==> config.mk <==
export PLATFORM = sky130hd
export DESIGN_NAME = boost_mode_controller
export DESIGN_NICKNAME = d
export VERILOG_FILES = /design/src/rtl/boost_mode_controller.sv
export SDC_FILE = /design/constraint.sdc
export NUM_CORES = 1
export LEC_CHECK = 0
export BUFFER_PORTS_ARGS = -buffer_cell sky130_fd_sc_hd__buf_2
export CELL_PAD_IN_SITES_DETAIL_PLACEMENT = 0
export CELL_PAD_IN_SITES_GLOBAL_PLACEMENT = 1
export CORE_MARGIN = 4
export CORE_UTILIZATION = 36
export CTS_CLUSTER_DIAMETER = 40
export DETAILED_ROUTE_END_ITERATION = 10
export PLACE_DENSITY = 0.75
export SLEW_MARGIN = 15
export SYNTH_ARGS = -nofsm -noshare
export SYNTH_HDL_FRONTEND = slang
export SYNTH_SLANG_ARGS = --single-unit
==> constraint.sdc <==
create_clock -name clk -period 2.14 [get_ports clk]
set_input_delay 0.107 -clock clk [delete_from_list [all_inputs] [get_ports clk]]
set_output_delay 0.107 -clock clk [all_outputs]
set_load 0.005 [all_outputs]
==> src/rtl/boost_mode_controller.sv <==
// boost_mode_controller: timed per-channel hood boost FSM with cancel, OFF override and optional one-shot lockout
//
// Ports:
//   clk, rst          clock; asynchronous active-high reset
//   current_mode      present hood mode code (OFF_CODE / STAND_CODE / other)
//   sec_tick          one-cycle timebase pulse driving the countdown
//   req[NUM_CH]       one-cycle per-channel boost request pulses
//   cancel            one-cycle abort pulse
//   enter_toggle      one-cycle pulse commanding entry into channel i boost
//   exit_toggle       one-cycle pulse commanding return to standby
//   active            one-hot running channel, zero when idle
//   remaining         ticks left in the current boost
//   used              per-channel consumed-this-session flags
//
// Build option: define BOOST_ONE_SHOT_EN to allow each channel only one grant
// per power session (cleared by OFF_CODE or reset).
module boost_mode_controller #(
    parameter int MODE_WIDTH = 3,
    parameter int NUM_CH     = 2,
    parameter int RUN_TICKS  = 60,
    parameter int OFF_CODE   = 0,
    parameter int STAND_CODE = 1,
    parameter int CNT_W      = $clog2(RUN_TICKS + 1)
) (
    input  logic                  clk,
    input  logic                  rst,
    input  logic [MODE_WIDTH-1:0] current_mode,
    input  logic                  sec_tick,
    input  logic [NUM_CH-1:0]     req,
    input  logic                  cancel,
    output logic [NUM_CH-1:0]     enter_toggle,
    output logic                  exit_toggle,
    output logic [NUM_CH-1:0]     active,
    output logic [CNT_W-1:0]      remaining,
    output logic [NUM_CH-1:0]     used
);
    typedef enum logic {IDLE, RUN} state_t;

    localparam logic [MODE_WIDTH-1:0] OFF_M   = MODE_WIDTH'(OFF_CODE);
    localparam logic [MODE_WIDTH-1:0] STAND_M = MODE_WIDTH'(STAND_CODE);

    state_t            state_q, state_d;
    logic [NUM_CH-1:0] enter_q, enter_d, active_q, active_d, used_q, used_d;
    logic [NUM_CH-1:0] elig, grant;
    logic [CNT_W-1:0]  remaining_q, remaining_d;
    logic              exit_q, exit_d;

    // Isolate the lowest set bit so simultaneous requests go to the lowest index.
    assign elig  = req & ~used_q;
    assign grant = elig & (-elig);

    always_comb begin
        state_d     = state_q;
        enter_d     = '0;
        exit_d      = 1'b0;
        active_d    = active_q;
        remaining_d = remaining_q;
        used_d      = used_q;
        if (current_mode == OFF_M) begin
            state_d     = IDLE;
            active_d    = '0;
            remaining_d = '0;
            used_d      = '0;
        end else if (state_q == IDLE) begin
            if (current_mode == STAND_M && |grant) begin
                state_d     = RUN;
                enter_d     = grant;
                active_d    = grant;
                remaining_d = CNT_W'(RUN_TICKS);
`ifdef BOOST_ONE_SHOT_EN
                used_d      = used_q | grant;
`endif
            end
        end else if (cancel || |(req & active_q) || (sec_tick && remaining_q == CNT_W'(1))) begin
            // Early exit outranks a coincident tick; both end the same way.
            state_d     = IDLE;
            exit_d      = 1'b1;
            active_d    = '0;
            remaining_d = '0;
        end else if (sec_tick) begin
            remaining_d = remaining_q - CNT_W'(1);
        end
    end

    always_ff @(posedge clk or posedge rst) begin
        if (rst) begin
            state_q     <= IDLE;
            enter_q     <= '0;
            exit_q      <= 1'b0;
            active_q    <= '0;
            remaining_q <= '0;
            used_q      <= '0;
        end else begin
            state_q     <= state_d;
            enter_q     <= enter_d;
            exit_q      <= exit_d;
            active_q    <= active_d;
            remaining_q <= remaining_d;
            used_q      <= used_d;
        end
    end

    assign enter_toggle = enter_q;
    assign exit_toggle  = exit_q;
    assign active       = active_q;
    assign remaining    = remaining_q;
    assign used         = used_q;
endmodule
# [Yosys cells after proc, flatten, opt, wreduce, memory -nomap -nowiden]
# Cells that the tools add are included.
[totals] register_bits=12 latch_bits=0 mem_bits_rw=0 mem_bits_ro=0 inputBits=9 output_inout_bits=13 word_cells=42 memories=0
[op_classes] add_sub_neg=2 mul=0 div_mod_pow=0 magnitude_cmp=0 eq_ne=4 shift=0 muxes=19 bitwise=2 n_reduce_logical=10
[op_table] operator="two-way mux 6 bit" count=5
[op_table] operator="two-way mux 2 bit" count=7
[op_table] operator="two-way mux 1 bit" count=7
[op_table] operator="== test 6 x 1 -> 1 bit, second input constant" count=1
[op_table] operator="subtractor 6 x 1 -> 6 bit, second input constant" count=1
[op_table] operator="bitwise AND 2 bit" count=2
[op_table] operator="inequality test 4 x 2 -> 1 bit, second input constant" count=1
[op_table] operator="AND reduction 2 bit" count=2
[op_table] operator="OR reduction 2 bit" count=2
[op_table] operator="== test 3 x 1 -> 1 bit, second input constant" count=1
[op_table] operator="logical NOT 3 bit" count=1
[op_table] operator="inequality test 3 x 1 -> 1 bit, second input constant" count=1
[op_table] operator="nonzero test 3 bit" count=1
[op_table] operator="logical AND 1 bit" count=2
[op_table] operator="logical OR 1 bit" count=2
[op_table] operator="negator 2 bit" count=1

# [Depth between registers and ports, before layout]
[depth] depth_word=7 depth_mapped=6 depth_no_buf=6

# [Least setup slack after synthesis]
# OpenSTA, ideal clock, no wires.
[synth_path] path_kind="reg-to-reg" startpoint="register remaining_q[1] (netlist: remaining[1])" endpoint="register remaining_q[1] (netlist: remaining[1])" setup_time_ns=0.076 arrival_ns=1.635 required_time_ns=2.064 slack_ns=0.429 path_stages_with_launch=7 n_path_buf=0 period_less_slack_ns=1.711 path_cell_list="dfrtp_1 inv_1 ha_1 and4bb_2 a211o_1 or4_1 o21ai_1"
[synth_via] elab_chain_cells=6 word_cells_on_any_way=10 cone_classes="1 x add/sub; 2 x eq/ne; 4 x mux; 3 x reduce/logical"
[synth_rtl] item="start, declared" line_no="45" rtl="logic [CNT_W-1:0] remaining_q, remaining_d;"
[synth_rtl] item="start signal, assigned" line_no="98" rtl="remaining_q <= remaining_d;"
[synth_rtl] item="branches (longest 6 deep; another with subtractor 6 x 1 -> 6 bit)"
# Parallel ways; which one is timed is not known. The select of a mux whose other input is x is not followed.
# A chain may end at the register's enable or synchronous reset.

# [Final worst setup path]
[layout_path] startpoint="register remaining_q[1] (netlist: remaining[1])" endpoint="register remaining_q[3] (netlist: remaining[3])"
# Same word-level chain as after synthesis.

==> flow_summary.json <==
{
  "grt_pass1_vias": 638,
  "crit_start": "remaining[1]",
  "synth.cell_area_um2": 722,
  "worst_pin_slew_ns": 0.507,
  "place.gp.congestion": 0.831,
  "path_class": "reg2reg",
  "grt_max_degree": 13,
  "cts_made_buffers": 3,
  "drv_cap": 0,
  "grt-ovfl-total": 0,
  "grt_pass1_wl_um": 2950,
  "rows": 15,
  "rsz0062_at_grt": "no",
  "portBuffers": 19,
  "synth_top_area_frac": 0.416,
  "layout.cells.non_filler": 125,
  "die_h_um": 52.8,
  "min_from": "req[0]",
  "seq_area_um2": 300,
  "viasPerCell": 5.30,
  "ys_top_cells_by_area": "dfrtp_1 42%, a21oi_1 3.5%, ha_1 3.5%",
  "synth-edff-count": 0,
  "drive_gt1_frac": 0.330,
  "tritoncts": "built",
  "dp_cells": 120,
  "grt_usage": 0.150,
  "n_antenna_cell": 0,
  "syn_to_final_growth_pct": 22.9,
  "wl_um": 1790,
  "setup_viol": 0,
  "io_pins": 22,
  "synth_top_area_cell": "dfrtp_1",
  "firstDrtPassIters": 4,
  "skew_ns": 0.00460,
  "slew_viol_final": 0,
  "n_fill_cell": 189,
  "wl_per_cell_um": 14.3,
  "multi_input_area_um2": 384,
  "drt_iter0_markers": 13,
  "period_minus_slack_ns": 1.85,
  "synthFlopType": "dfrtp_1",
  "fin_nets": 112,
  "fp.coreArea_um2": 1820,
  "vias": 662,
  "cts_root_buf": "clkbuf_4",
  "avgSynthCellArea_um2": 9.38,
  "timing.rr.start": "remaining[1]",
  "syn_inst": 77,
  "fin_tns_setup_ns": 0,
  "relSlewSlack": 0.658,
  "antenna_found_initial": 0,
  "max-vdd-ir-drop_uv": 480,
  "leakage_nw": 0.428,
  "hold_path_class": "in2reg",
  "timing.fmax_ghz": 0.539,
  "ant_nets": 0,
  "place_hpwl_um": 1380,
  "synth_seq_area_share": 0.416,
  "ys_ff_latch": 12,
  "path_max_fanout": 5,
  "clock-sinks": 12,
  "path_clk_slew_ns": 0.08,
  "finalHoldViolCount": 0,
  "crit_path_start_kind": "flip-flop",
  "h-tree-depth": 1,
  "cp.required_ns": 2.34,
  "synth.distinct_cells": 41,
  "arrival_ns": 2.06,
  "status": "complete, no violations",
  "floorplan.initialDensity": 0.397,
  "design.die.area_um2": 2790,
  "cts_setup_buffers": 0,
  "drc_errors": 0,
  "clockBufferDepth": 2,
  "die_w_um": 52.8,
  "ys_async_sr_fraction": 1.00,
  "worst_setup_path_end_kind": "flip-flop",
  "finalCritPeriodShare": 0.866,
  "cellPowerDensity_nw_per_um2": 947,
  "clkLatencyLatePin_ns": 0.28,
  "yosysWarningCount": 0
}
[final cells by class]
type                    instances  share of cell area
clock buffers                   4              0.0409
inverters                       6              0.0254
multi-input cells              57               0.433
flip-flops and latches         12               0.339
well taps                      25              0.0353
repair buffers                 21               0.127
[worst max-delay path, cell delays in order, from the launching register on]
cell,delay (ns)
dfrtp_1,0.42
inv_1,0.10
ha_1,0.18
and4bb_2,0.25
a221oi_2,0.38
o311ai_0,0.29
o211ai_1,0.15
[kinds of logic (layout without fill, tap and decap cells)]
group / Yosys count / count (layout) / synth area share
simple gates: 29 / 29 / 0.241
buf+inv: 9 / 31 / 0.0572
other cells: 1 / 2 / 0.00519
compound gates: 24 / 24 / 0.246
flops: 12 / 12 / 0.416
fa+ha+maj: 2 / 2 / 0.0347
[synth_stat cells, drive strengths merged, types with 2 or more instances]
cell type  number
a21oi           5
ha              2
a31oi           2
nor2            5
nor3            2
nand2           5
o21ai           3
nor3b           2
nand3           2
and2            3
buf             2
inv             6
a21o            2
dfrtp          12
[registers in the layout (all words and copies together) (netlist names)]
signal        cells
state_q           1
enter_toggle      2
active            2
exit_toggle       1
remaining         6
[final timing paths]
path / endpoint / slack, ns / depth (start not counted)
min in group asynchronous: remaining[5] / 0.37 / 3
hold / removal: enter_toggle[1] / 0.07 / 2
max in group asynchronous: remaining[3] / 1.45 / 3
setup / recovery: remaining[3] / 0.29 / 6
setup reg to reg: remaining[3] / 0.29 / 6
hold reg to reg: active[1] / 0.52 / 1
[metrics by stage]
| stage | utilization | setup WS, ns | instance area, um^2 | hold WS (ns) | power [W] |
|---|---|---|---|---|---|
| finish | 0.487 | 0.286 | 887 | 0.0727 | 0.000840 |
| global route | 0.487 | 0.153 | 887 | 0.0937 | 0.000905 |
| CTS | 0.487 | 0.278 | 887 | 0.0727 | 0.000843 |
| detailed placement | 0.462 | 0.305 | 841 | 0.139 | 0.000653 |
| global placement | 0.462 | 0.364 | 841 | 0.136 | 0.000648 |
| floorplan | - | 0.429 | 726 | -0.0283 | 0.000530 |
[what timing repair did]
item                                   in CTS  in global routing
resized for setup                           0                  0
setup endpoints to repair                   0                  0
endpoints found under the hold margin      12                  0
hold buffers                                1                  0
[where the power goes]
part	internal (W)	total, W	switching [W]
sequential	0.000280	0.000362	0.0000820
combinational	0.000143	0.000289	0.000146
clock	0.000104	0.000190	0.0000863
[layer usage]
layer  share of wire  vias up  global-route usage  routed length, um
li1                -      329                   -                  -
met1            0.47      305               0.182                841
met2            0.45       24               0.233                800
met3           0.060        4              0.0456                108
met4           0.023        0              0.0809                 41
met5               0        -                   0                  0
[placed cells by master (no fill, tap or decap), types with 2 or more instances in the layout]
| cell | count |
|---|---|
| dfrtp_1 | 12 |
| a31oi_1 | 2 |
| nor3_1 | 2 |
| conb_1 | 2 |
| nand3_1 | 2 |
| nor3b_1 | 2 |
| ha_1 | 2 |
| a21o_1 | 2 |
| buf_2 | 19 |
| o21ai_0 | 2 |
| a21oi_1 | 5 |
| inv_1 | 6 |
| clkbuf_4 | 3 |
| nand2_1 | 5 |
| nor2_1 | 5 |
No activity file was read; power rests on OpenSTA's default activity.
